File: src/rtl/vc_pop_arbiter.sv
// Two-VC pop scheduler: VC0 has fixed priority, and a burst limit guarantees VC1 forward progress.
// Routes each popped head word to destination D0 or D1, chosen by the word's MSB, with one cycle of latency.
module vc_pop_arbiter #(
  parameter int DATA_SIZE = 6,
  parameter int BURST_MAX = 4,
  parameter int CNT_W     = 3
) (
  input  logic                 clk,
  input  logic                 reset,
  input  logic                 vc0_empty,
  input  logic                 vc1_empty,
  input  logic [DATA_SIZE-1:0] vc0_data,
  input  logic [DATA_SIZE-1:0] vc1_data,
  input  logic                 d0_almost_full,
  input  logic                 d1_almost_full,
  output logic                 pop_vc0,
  output logic                 pop_vc1,
  output logic [DATA_SIZE-1:0] data_out,
  output logic                 push_d0,
  output logic                 push_d1,
  output logic                 idle,
  output logic [CNT_W-1:0]     burst_cnt
);

  typedef enum logic [1:0] {S_IDLE, S_GNT0, S_GNT1} state_t;

  state_t               r_state;
  state_t               w_state_nxt;
  logic [DATA_SIZE-1:0] r_data;
  logic                 r_push_d0;
  logic                 r_push_d1;
  logic                 r_idle;
  logic [CNT_W-1:0]     r_burst_cnt;

  logic                 w_elig0;
  logic                 w_elig1;
  logic                 w_cnt_max;
  logic                 w_gnt0;
  logic                 w_gnt1;
  logic                 w_idle_nxt;
  logic [DATA_SIZE-1:0] w_gnt_word;

  // A VC is eligible only when its head word's own destination can accept it,
  // so a full destination never blocks the other VC.
  assign w_elig0 = !vc0_empty &&
                   !(vc0_data[DATA_SIZE-1] ? d1_almost_full : d0_almost_full);
  assign w_elig1 = !vc1_empty &&
                   !(vc1_data[DATA_SIZE-1] ? d1_almost_full : d0_almost_full);

  assign w_cnt_max = (r_burst_cnt == CNT_W'(BURST_MAX));

  // Reset also gates the grants, so the pops drop immediately, with no wait for an edge.
  assign w_gnt1 = !reset && w_elig1 && (!w_elig0 || w_cnt_max);
  assign w_gnt0 = !reset && w_elig0 && !w_gnt1;

  assign pop_vc0 = w_gnt0;
  assign pop_vc1 = w_gnt1;

  assign w_gnt_word = w_gnt1 ? vc1_data : vc0_data;

  // Burst counter: counts VC0 grants only while VC1 is waiting on them.
  always_ff @(posedge clk or posedge reset) begin
    if (reset) begin
      r_burst_cnt <= '0;
    end else if (w_gnt0 && w_elig1) begin
      r_burst_cnt <= r_burst_cnt + CNT_W'(1);
    end else if (w_gnt1 || !w_elig1) begin
      r_burst_cnt <= '0;
    end
  end

  always_ff @(posedge clk or posedge reset) begin
    if (reset) begin
      r_data    <= '0;
      r_push_d0 <= 1'b0;
      r_push_d1 <= 1'b0;
    end else begin
      r_push_d0 <= 1'b0;
      r_push_d1 <= 1'b0;
      if (w_gnt0 || w_gnt1) begin
        r_data    <= w_gnt_word;
        r_push_d0 <= !w_gnt_word[DATA_SIZE-1];
        r_push_d1 <=  w_gnt_word[DATA_SIZE-1];
      end
    end
  end

  // Last-grant tracker.
  always_ff @(posedge clk or posedge reset) begin
    if (reset) begin
      r_state <= S_IDLE;
      r_idle  <= 1'b1;
    end else begin
      r_state <= w_state_nxt;
      r_idle  <= w_idle_nxt;
    end
  end

  always_comb begin
    w_state_nxt = S_IDLE;
    if (w_gnt0) begin
      w_state_nxt = S_GNT0;
    end else if (w_gnt1) begin
      w_state_nxt = S_GNT1;
    end
    w_idle_nxt = (w_state_nxt == S_IDLE) && vc0_empty && vc1_empty;
  end

  // The state register records whether the previous cycle issued a grant.
  // It must agree with the push strobes.
  always_ff @(posedge clk) begin
    if (!reset) begin
      assert ((r_state != S_IDLE) == (r_push_d0 || r_push_d1))
        else $error("push strobes disagree with grant tracker");
    end
  end

  assign data_out  = r_data;
  assign push_d0   = r_push_d0;
  assign push_d1   = r_push_d1;
  assign idle      = r_idle;
  assign burst_cnt = r_burst_cnt;

endmodule

File: config.mk
export PLATFORM = sky130hd
export DESIGN_NAME = vc_pop_arbiter
export DESIGN_NICKNAME = d
export VERILOG_FILES = /design/src/rtl/vc_pop_arbiter.sv
export SDC_FILE = /design/constraint.sdc
export NUM_CORES = 1
export LEC_CHECK = 0
export CORE_AREA = 4 4 45 47
export DETAILED_ROUTE_END_ITERATION = 16
export DIE_AREA = 0 0 49 51
export DONT_BUFFER_PORTS = 1
export PLACE_DENSITY_LB_ADDON = 0.12
export SYNTH_ARGS = -nofsm -noshare
export SYNTH_HDL_FRONTEND = slang
export SYNTH_SLANG_ARGS = --single-unit
File: constraint.sdc
create_clock -name clk -period 3.3 [get_ports clk]
set_clock_uncertainty 0.2 [all_clocks]
set_input_delay 0 -clock clk [delete_from_list [all_inputs] [get_ports clk]]
set_output_delay 0 -clock clk [all_outputs]
set_load 0.02 [all_outputs]
# --- After elaboration in Yosys (flattened, before gate mapping) ---
# Cells that the tools add are included.
totals:
  latchBits: 0
  in_bits: 18
  romBits: 0
  out_inout_bits: 14
  mem_bits_rw: 0
  regBits: 12
  memories: 0
classes:
  n_mul: 0
  n_lt_le_gt_ge: 0
  muxes: 9
  n_addsub: 1
  bitwise_logic: 0
  n_eq_ne: 1
  n_div: 0
  n_shift: 0
  n_reduce_logical: 23
ops:
  columns: ["op", "n"]
  rows:
  - ["1-bit logical AND", 9]
  - ["1-bit zero test", 9]
  - ["3-bit two-way mux", 2]
  - ["6-bit two-way mux", 1]
  - ["1-bit two-way mux", 4]
  - ["2-bit two-way mux", 2]
  - ["3-bit by 1-bit adder with 3-bit output (second input constant)", 1]
  - ["3-bit equality test (second input constant)", 1]
  - ["1-bit logical OR", 3]
  - ["2-bit zero test", 1]
  - ["2-bit nonzero test", 1]

# --- Depth between registers and ports, before layout ---
# Gate-level depths: netlist of run 1.
logic_depth:
  word_depth: 12
  mapped_depth: 5

# --- Worst setup path after synthesis of run 1 ---
# OpenSTA, ideal clock, no wires.
synth_path:
  path_type: "register -> register"
  from: "register r_burst_cnt[0], in the netlist burst_cnt[0]"
  to: "register r_data[0], in the netlist data_out[0]"
  arrival_ns: 1.580
  slack_ns: 1.370
  stages_incl_launch_ff: 6
  path_cell_list: "dfrtp_1 > inv_1 > ha_1 > a211o_2 > a21oi_4 > a222oi_1"
synth_via:
  elab_chain_cells: 6
  word_cells_on_any_way: 7
  cone_classes: "eq/ne (1); mux (1); reduce/logical (5)"
synth_lines:
  columns: ["item", "line", "source"]
  rows:
  - ["start: declaration", "33", "logic [CNT_W-1:0] r_burst_cnt;"]
  - ["start signal: assignment", "66", "r_burst_cnt <= r_burst_cnt + CNT_W'(1);"]
  - ["3-bit equality test", "50", "assign w_cnt_max = (r_burst_cnt == CNT_W'(BURST_MAX));"]
  - ["1-bit logical OR", "53", "assign w_gnt1 = !reset && w_elig1 && (!w_elig0 || w_cnt_max);"]
  - ["1-bit logical AND", "53", null]
  - ["1-bit zero test", "54", "assign w_gnt0 = !reset && w_elig0 && !w_gnt1;"]
  - ["1-bit logical AND", "54", null]
  - ["via pop_vc0", "16", "output logic pop_vc0,"]
  - ["1-bit logical OR", "80", "if (w_gnt0 || w_gnt1) begin"]
  - ["end signal: assignment", "81", "r_data <= w_gnt_word;"]
  - ["end: declaration", "29", "logic [DATA_SIZE-1:0] r_data;"]
# The timed path passes the listed nets, and every way through them passes these cells.
# A chain may end at the register's enable or synchronous reset.

# --- Final worst setup path of run 1 ---
layout_path:
  from: "input port d1_almost_full"
  to: "register r_data[1], in the netlist data_out[1]"
layout_via:
  elab_chain_cells: 9
  word_cells_on_any_way: 15
  cone_classes: "mux (3); reduce/logical (12)"
layout_lines:
  columns: ["item", "line", "source"]
  rows:
  - ["start: declaration", "15", "input logic d1_almost_full,"]
  - ["1-bit two-way mux", "46", "!(vc0_data[DATA_SIZE-1] ? d1_almost_full : d0_almost_full);"]
  - ["1-bit zero test", "46", null]
  - ["1-bit logical AND", "45", "assign w_elig0 = !vc0_empty &&"]
  - ["1-bit zero test", "53", null]
  - ["1-bit logical OR", "53", null]
  - ["1-bit logical AND", "53", null]
  - ["1-bit zero test", "54", null]
  - ["1-bit logical AND *", "54", null]
  - ["via pop_vc0", "16", null]
  - ["1-bit logical OR *", "80", null]
# The timed path passes the listed nets; every way through them passes the cells marked *.

==> metrics, run 1 <==
Crit Path Max Fanout 8; clk root buf clkbuf_4; #FFs+latches synth 12; post-route ant nets 0; status finished clean; Fill cells 156; Synth async-reset ratio 100%; top cell type's share of synthesized area 40.0%; DR iter-0 viols 14; synthesized area per cell 10.4 sq um; CP required 3250 ps; I/O Pins 32; warnings from Yosys 0; die area 0.00250 sq mm; Vias/cell 5.31; sequential share of the synthesized area 43.8%; clock tree sinks 12; number of hold violations in the final report 0; CP max-delay cell dlygate4sd3_1; Final nets 112; Hold WC Path Type input pin to register; FF+latch area 302 sq um; leakage power 0.449 nW; crit path kind input pin to register; power density over the cells 394 mW/mm^2; unrepaired setup endpoints after global routing no; Yosys cell types 27; Synth Instances 66; CP arrival 2920 ps; total gr overflow 0; Reg clk slew, reported paths 80 ps; ys flop type dfrtp_1; DR vias 573; Achievable Freq 0.337 GHz; share of cells above drive strength 1 14.3%; vias in the first global route 621; fin. max-slew vios 0; DRC viols 0; period utilization 89.8%; Initial Util 41.7%; die height 51 um; EDFF count, synth 0; worst hold slack 30.5 ps; Area growth syn-to-layout 38.2%; number of H-tree levels 1; Tot GR Track Use 14.0%; setup bufs post-CTS 0; Syn Nets 86; Clock Latency Late Sink 270 ps; Max stage delay on crit path 640 ps; antenna violations before repair 0; Post-Syn Area 688 sq um; first-pass GRT wire length 2730 um; TritonRoute pass-1 iters 4; Crit. End Element register; Core ar. 0.00165 sq mm; post-synth top area cell dfrtp_1; RD Place Congestion 0.665; largest cells by area after synthesis dfrtp_1 40%, inv_1 9.8%, a222oi_1 7.3%; Max-Cap Viols 0; largest net degree at the start of global routing 15; startpoint types input pin; Port Buffers 0; Setup violations, final 0; Num CTS Buffers 3; footprint of the multi-input gates 314 sq um; Slew @ Worst Pin 536 ps; Top cell by count, worst path dlygate4sd3_1; Avg WL per Cell 14.8 um; VDD IR max 0.219 mV; worst path cell trace dlygate4sd3_1 -> mux2_4 -> dlygate4sd3_1 -> or3_1 -> a21oi_4 -> a222oi_1 -> dlygate4sd3_1; final WL 1600 um; post-layout minimum cycle time 2960 ps; Rows 15; Die X 49 um; Max Buffers Root-to-Sink 2; HPWL after DPL 1090 um; CTS tree done; Slew headroom 64.2%; diode count 0; Total Negative Setup Slacks 0 ps
[through the flow]
stage               setup WS, ps  std cells  total power [W]  util (%)  area [sq um]
floorplan                   1370         66         0.000240         -           688
global placement            1240         82         0.000247      42.7           704
detailed placement          1220         82         0.000248      42.7           704
CTS                          354        108         0.000381      57.6           951
global route                 223        108         0.000397      57.6           951
finish                       336        108         0.000374      57.6           951
[per-layer routing]
metal	vias up	track usage, %	share of wire [%]	wire length [um]
li1	282	-	-	-
met1	276	15.2	40	639
met2	13	24.8	53	851
met3	2	4.08	5.9	94
met4	0	6.73	0.56	9
met5	-	0	0	0
[cells in the final DEF, fill, tap and decap left out, types with 2 or more instances in the layout]
| cell type | Yosys | routed |
|---|---|---|
| mux2_4 | 2 | 2 |
| dlygate4sd3_1 | 0 | 22 |
| a21oi_1 | 3 | 3 |
| clkbuf_4 | 0 | 3 |
| a222oi_1 | 5 | 5 |
| dfrtp_1 | 11 | 11 |
| inv_1 | 18 | 18 |
| nand2_1 | 3 | 3 |
| nand3_1 | 3 | 3 |
| ha_1 | 2 | 2 |
[worst paths after layout]
| check | startpoint | end | slack (ps) | cells after the start |
|---|---|---|---|---|
| worst max-delay path | d1_almost_full | data_out[1] | 340 | 7 |
| worst min-delay path | d0_almost_full | data_out[5] | 30 | 3 |
| worst max register to register | burst_cnt[0] | push_d1 | 510 | 7 |
| worst min register to register | data_out[5] | data_out[5] | 470 | 2 |
| max in group asynchronous | reset | idle | 2330 | 2 |
| min in group asynchronous | reset | burst_cnt[0] | 210 | 2 |
[layout make-up]
| class | count | share of cell area, % |
|---|---|---|
| tap | 17 | 2.24 |
| multi-input combinational | 35 | 33.0 |
| timing repair buffer | 22 | 23.2 |
| inverter | 18 | 7.11 |
| sequential | 12 | 31.7 |
| clock buffer | 4 | 2.76 |
[repair_timing]
action                    CTS  global route
resized for setup           0             0
hold buffers               22             0
hold endpoints to repair   25             0
[kinds of logic (layout without fill, tap and decap cells)]
kind of cell | count (synthesis) | after routing | share of synthesized area, %
compound gates | 16 | 16 | 24.0
fa+ha+maj | 2 | 2 | 3.64
buf+inv | 19 | 44 | 10.5
flops | 12 | 12 | 43.8
mux | 2 | 2 | 4.36
simple gates | 15 | 15 | 13.6
[cell usage after synthesis, drive strengths merged, types with 2 or more instances]
library cell	instances
dfrtp	11
or2	2
ha	2
a21oi	4
nand3	3
mux2	2
and2	2
nand2	3
inv	18
a222oi	5
[report_power, final]
part / internal [W] / switching [W] / total, W
clock: 0.0000468 / 0.0000471 / 0.0000939
sequential: 0.000164 / 0.0000305 / 0.000194
combinational: 0.0000497 / 0.0000365 / 0.0000862
total: 0.000260 / 0.000114 / 0.000374
[critical path, delay by kind of cell]
family	cells	cell delay, ps
multiplexers	1	280
AO/OA/AOI/OAI	2	460
buffers and inverters	3	1790
AND/OR/NAND/NOR	1	390
[flip-flops by register name, summed over array words and instances, names as in the netlist]
name and count:
push_d1 1, idle 1, burst_cnt 3, data_out 6
push_d0 1
No activity file was read; power rests on OpenSTA's default activity.
==> inputs of run 2 (changes only) <==
--- a/config.mk
+++ b/config.mk
@@ -5,9 +5,9 @@
 export SDC_FILE = /design/constraint.sdc
 export NUM_CORES = 1
 export LEC_CHECK = 0
-export CORE_AREA = 4 4 45 47
+export CORE_AREA = 4 4 41 43
 export DETAILED_ROUTE_END_ITERATION = 16
-export DIE_AREA = 0 0 49 51
+export DIE_AREA = 0 0 45 47
 export DONT_BUFFER_PORTS = 1
 export PLACE_DENSITY_LB_ADDON = 0.12
 export SYNTH_ARGS = -nofsm -noshare
==> metrics, run 2 (same netlist as run 1, synthesis figures left out) <==
status finished clean; total gr overflow 0; period utilization 86.8%; Die X 45 um; non-filler cells, final 104; DRC viols 0; met2 Use GR 32.8%; unrepaired setup endpoints after global routing no; Crit Path Max Fanout 4; Port Buffers 0; Max-Cap Viols 0; die area 0.00212 sq mm; Total Negative Setup Slacks 0 ps; worst path bufs/invs 3; largest net degree at the start of global routing 15; CTS tree done; Clock Latency Late Sink 280 ps; share of cells above drive strength 1 15.7%; Top Usage Layer GRT met2; Setup violations, final 0; Avg WL per Cell 17.4 um; RD Place Congestion 0.642; post-route ant nets 0; Fill cells 106; number of hold violations in the final report 0; clk root buf clkbuf_4; diode count 0; Max stage delay on crit path 640 ps; crit path kind register to register; Hold WC Path Type input pin to register; most frequent cells in the layout 20 x dlygate4sd3_1, 18 x inv_1, 11 x dfrtp_1; Initial Util 52.9%; Achievable Freq 0.349 GHz; Worst path top cell family by delay buffers and inverters; Vias/cell 5.62; DR vias 584; Top cell by count, worst path dlygate4sd3_1; TritonRoute pass-1 iters 4; leakage power 0.447 nW; CP required 3320 ps; HPWL after DPL 1130 um; Final nets 110; placement-stage cell area 702 sq um; max FFs per register 6; Inst Count DP 80; power density over the cells 433 mW/mm^2; Final Cell Area 938 sq um; post-layout minimum cycle time 2860 ps; final WL 1810 um; Max Buffers Root-to-Sink 2; vias in the first global route 626; CP arrival 2880 ps; Rows 13; Tot GR Track Use 19.6%; number of H-tree levels 1; DR iter-0 viols 26; Slew headroom 63.8%; GR Util met3 3.83%; Core ar. 0.00130 sq mm; Reg clk slew, reported paths 90 ps; Slew @ Worst Pin 542 ps; antenna violations before repair 0; I/O Pins 32; met1 usage 23.9%; VDD IR max 0.207 mV; startpoint types register; Crit. End Element register; Num CTS Buffers 3; clock tree sinks 12; Layout Utilization 72.1%; Area growth syn-to-layout 36.4%; count of cells resized by post-cts repair 0; die height 47 um; worst path cell trace inv_1 -> ha_1 -> a211oi_4 -> dlygate4sd3_1 -> nand3_1 -> a21oi_1 -> dlygate4sd3_1; fin. max-slew vios 0; commonest non-fill, non-tap cell in the layout dlygate4sd3_1; first-pass GRT wire length 2900 um; CP max-delay cell dlygate4sd3_1
[run 2: path summary, 6_finish.rpt]
kind | from | depth (start not counted) | endpoint | slack (ps)
max reg2reg | burst_cnt[0] | 7 | burst_cnt[1] | 440
max in group asynchronous | reset | 2 | idle | 2340
min in group asynchronous | reset | 2 | data_out[5] | 200
max | burst_cnt[0] | 7 | burst_cnt[1] | 440
min | d1_almost_full | 3 | data_out[5] | 10
min reg2reg | data_out[5] | 2 | data_out[5] | 480
[run 2: worst reg2reg max path: cells and delay by family, from the launching register on]
| family | cells | cell delay, ps |
|---|---|---|
| AO/OA/AOI/OAI | 2 | 460 |
| adder cells (fa/ha/maj) | 1 | 250 |
| buffers and inverters | 3 | 1290 |
| flip-flops | 1 | 510 |
| AND/OR/NAND/NOR | 1 | 90 |
[run 2: routing by layer]
metal / vias up / wire [um]
met5: - / 0
met4: 0 / 18
met3: 2 / 93
met2: 25 / 961
met1: 284 / 740
li1: 273 / -
[run 2: final cells by class]
cell class,count,area (sq um),area share [%]
tap,15,18.8,2.00
timing repair buffer,20,200,21.3
sequential,12,302,32.1
clock buffer,4,36.3,3.87
multi-input combinational,35,314,33.5
inverter,18,67.6,7.20
[run 2: stage by stage]
step           hold slack [ps]  power [W]  setup WS (ps)
4_1_cts                   1.20   0.000405            461
5_1_grt                   15.7   0.000422            276
2_1_floorplan             -141   0.000240           1370
3_5_place_dp              -250   0.000250           1230
6_report                  11.1   0.000406            436
3_3_place_gp              -254   0.000247           1260
[run 2: where the power goes]
part	internal [W]	switching (W)
combinational	0.0000482	0.0000386
clock	0.0000671	0.0000574
sequential	0.000164	0.0000316
[run 2: what timing repair did]
action,CTS,global route
setup buffers,0,0
hold buffers,20,0
hold endpoints to repair,25,0
==> inputs of run 3 (changes only) <==
--- a/config.mk
+++ b/config.mk
@@ -9,7 +9,7 @@
 export DETAILED_ROUTE_END_ITERATION = 16
 export DIE_AREA = 0 0 45 47
 export DONT_BUFFER_PORTS = 1
-export PLACE_DENSITY_LB_ADDON = 0.12
+export PLACE_DENSITY_LB_ADDON = 0.08
 export SYNTH_ARGS = -nofsm -noshare
 export SYNTH_HDL_FRONTEND = slang
 export SYNTH_SLANG_ARGS = --single-unit
==> metrics, run 3 (same netlist as run 1, synthesis figures left out) <==
Achievable Freq 0.333 GHz; Vias/cell 5.63; Core ar. 0.00130 sq mm; clock power share 30.0%; Num CTS Buffers 3; clock tree sinks 12; placement-stage cell area 702 sq um; post-route ant nets 0; Setup violations, final 0; Crit. End Element register; Comb power frac 21.9%; Fill cells 102; period utilization 90.9%; Total Negative Setup Slacks 0 ps; largest net degree at the start of global routing 15; CP arrival 2970 ps; Crit Path Max Fanout 8; antenna violations before repair 0; DR vias 597; Initial Util 52.9%; Area growth syn-to-layout 39.3%; CP required 3270 ps; diode count 0; post-layout minimum cycle time 3000 ps; Avg WL per Cell 17.1 um; Tot GR Track Use 19.7%; CTS tree done; power density over the cells 424 mW/mm^2; max FFs per register 6; leakage power 0.455 nW; Final WS setup 299 ps; Slew headroom 61.1%; Post-Place Worst Slack 1250 ps; Max Buffers Root-to-Sink 2; HPWL after DPL 1040 um; setup bufs post-CTS 0; total power draw 0.000406 W; Rows 13; fin. max-slew vios 0; Reg clk slew, reported paths 90 ps; P_int 0.000280 W; die height 47 um; Max-Cap Viols 0; number of hold violations in the final report 0; startpoint types input pin; commonest non-fill, non-tap cell in the layout dlygate4sd3_1; Reg power frac 48.1%; VDD IR max 0.274 mV; final WL 1810 um; Port Buffers 0; TritonRoute pass-1 iters 5; crit path kind input pin to register; Slew @ Worst Pin 582 ps; DRC viols 0; Final Cell Area 958 sq um; status finished clean; I/O Pins 32; number of H-tree levels 1; Worst R2R Setup Slack 510 ps; clk root buf clkbuf_4; most frequent cells in the layout 22 x dlygate4sd3_1, 18 x inv_1, 11 x dfrtp_1; unrepaired setup endpoints after global routing no; first-pass GRT wire length 2900 um; vias in the first global route 615; total gr overflow 0; count of cells resized by post-cts repair 0; Clock Latency Late Sink 270 ps; switching share of power 31.0%; Hold WC Path Type input pin to register; share of cells above drive strength 1 15.4%; RD Place Congestion 0.757; FF+latch area 302 sq um; Sw Pwr 0.000126 W; Layout Utilization 73.7%; post-cts hold buffer count 22; die area 0.00212 sq mm; footprint of the multi-input gates 314 sq um; Die X 45 um; DR iter-0 viols 22; Final nets 112
## run 3: changes by cell type in the layout (fill, tap and decap cells not counted), sizes merged
cell         delta
dlygate4sd3     +2
## run 3: area by class of cell
cell class,count,share of cell area [%]
tap,15,1.96
sequential,12,31.5
inverter,18,7.05
timing repair buffer,22,23.0
clock buffer,4,3.79
multi-input combinational,35,32.8
## run 3: path summary, 6_finish.rpt
path,startpoint,depth (start not counted),endpoint
worst min-delay path,d0_almost_full,3,data_out[5]
worst min register to register,burst_cnt[0],2,burst_cnt[0]
worst max register to register,burst_cnt[0],7,push_d1
max in group asynchronous,reset,2,idle
min in group asynchronous,reset,2,data_out[2]
worst max-delay path,d1_almost_full,7,data_out[2]
## run 3: worst max-delay path, stage by stage
cell and delay [ps]:
dlygate4sd3_1 560, mux2_4 270, dlygate4sd3_1 630, or3_1 390
a21oi_4 350, a222oi_1 170, dlygate4sd3_1 590
## run 3: metal layers
layer	part of all wire, %	global-route usage (%)	vias to the layer above
met5	0	0	-
met4	0.99	7.02	0
met3	7.6	4.21	2
met2	51	32.8	28
met1	40	25.5	290
li1	-	-	277
## run 3: power groups by stage
stage                     clock network, W  logic (W)  registers (W)
after floorplan                          0  0.0000448       0.000195
after global placement                   0  0.0000499       0.000198
final                             0.000122  0.0000891       0.000195
after global routing              0.000132  0.0000962       0.000197
after CTS                         0.000124  0.0000852       0.000196
after detailed placement                 0  0.0000506       0.000198
## run 3: metrics by stage
step,hold WS (ps),instances
final,34.7,106
after detailed placement,-247,80
after floorplan,-141,66
after global placement,-254,80
after global routing,35.5,106
after CTS,16.9,106
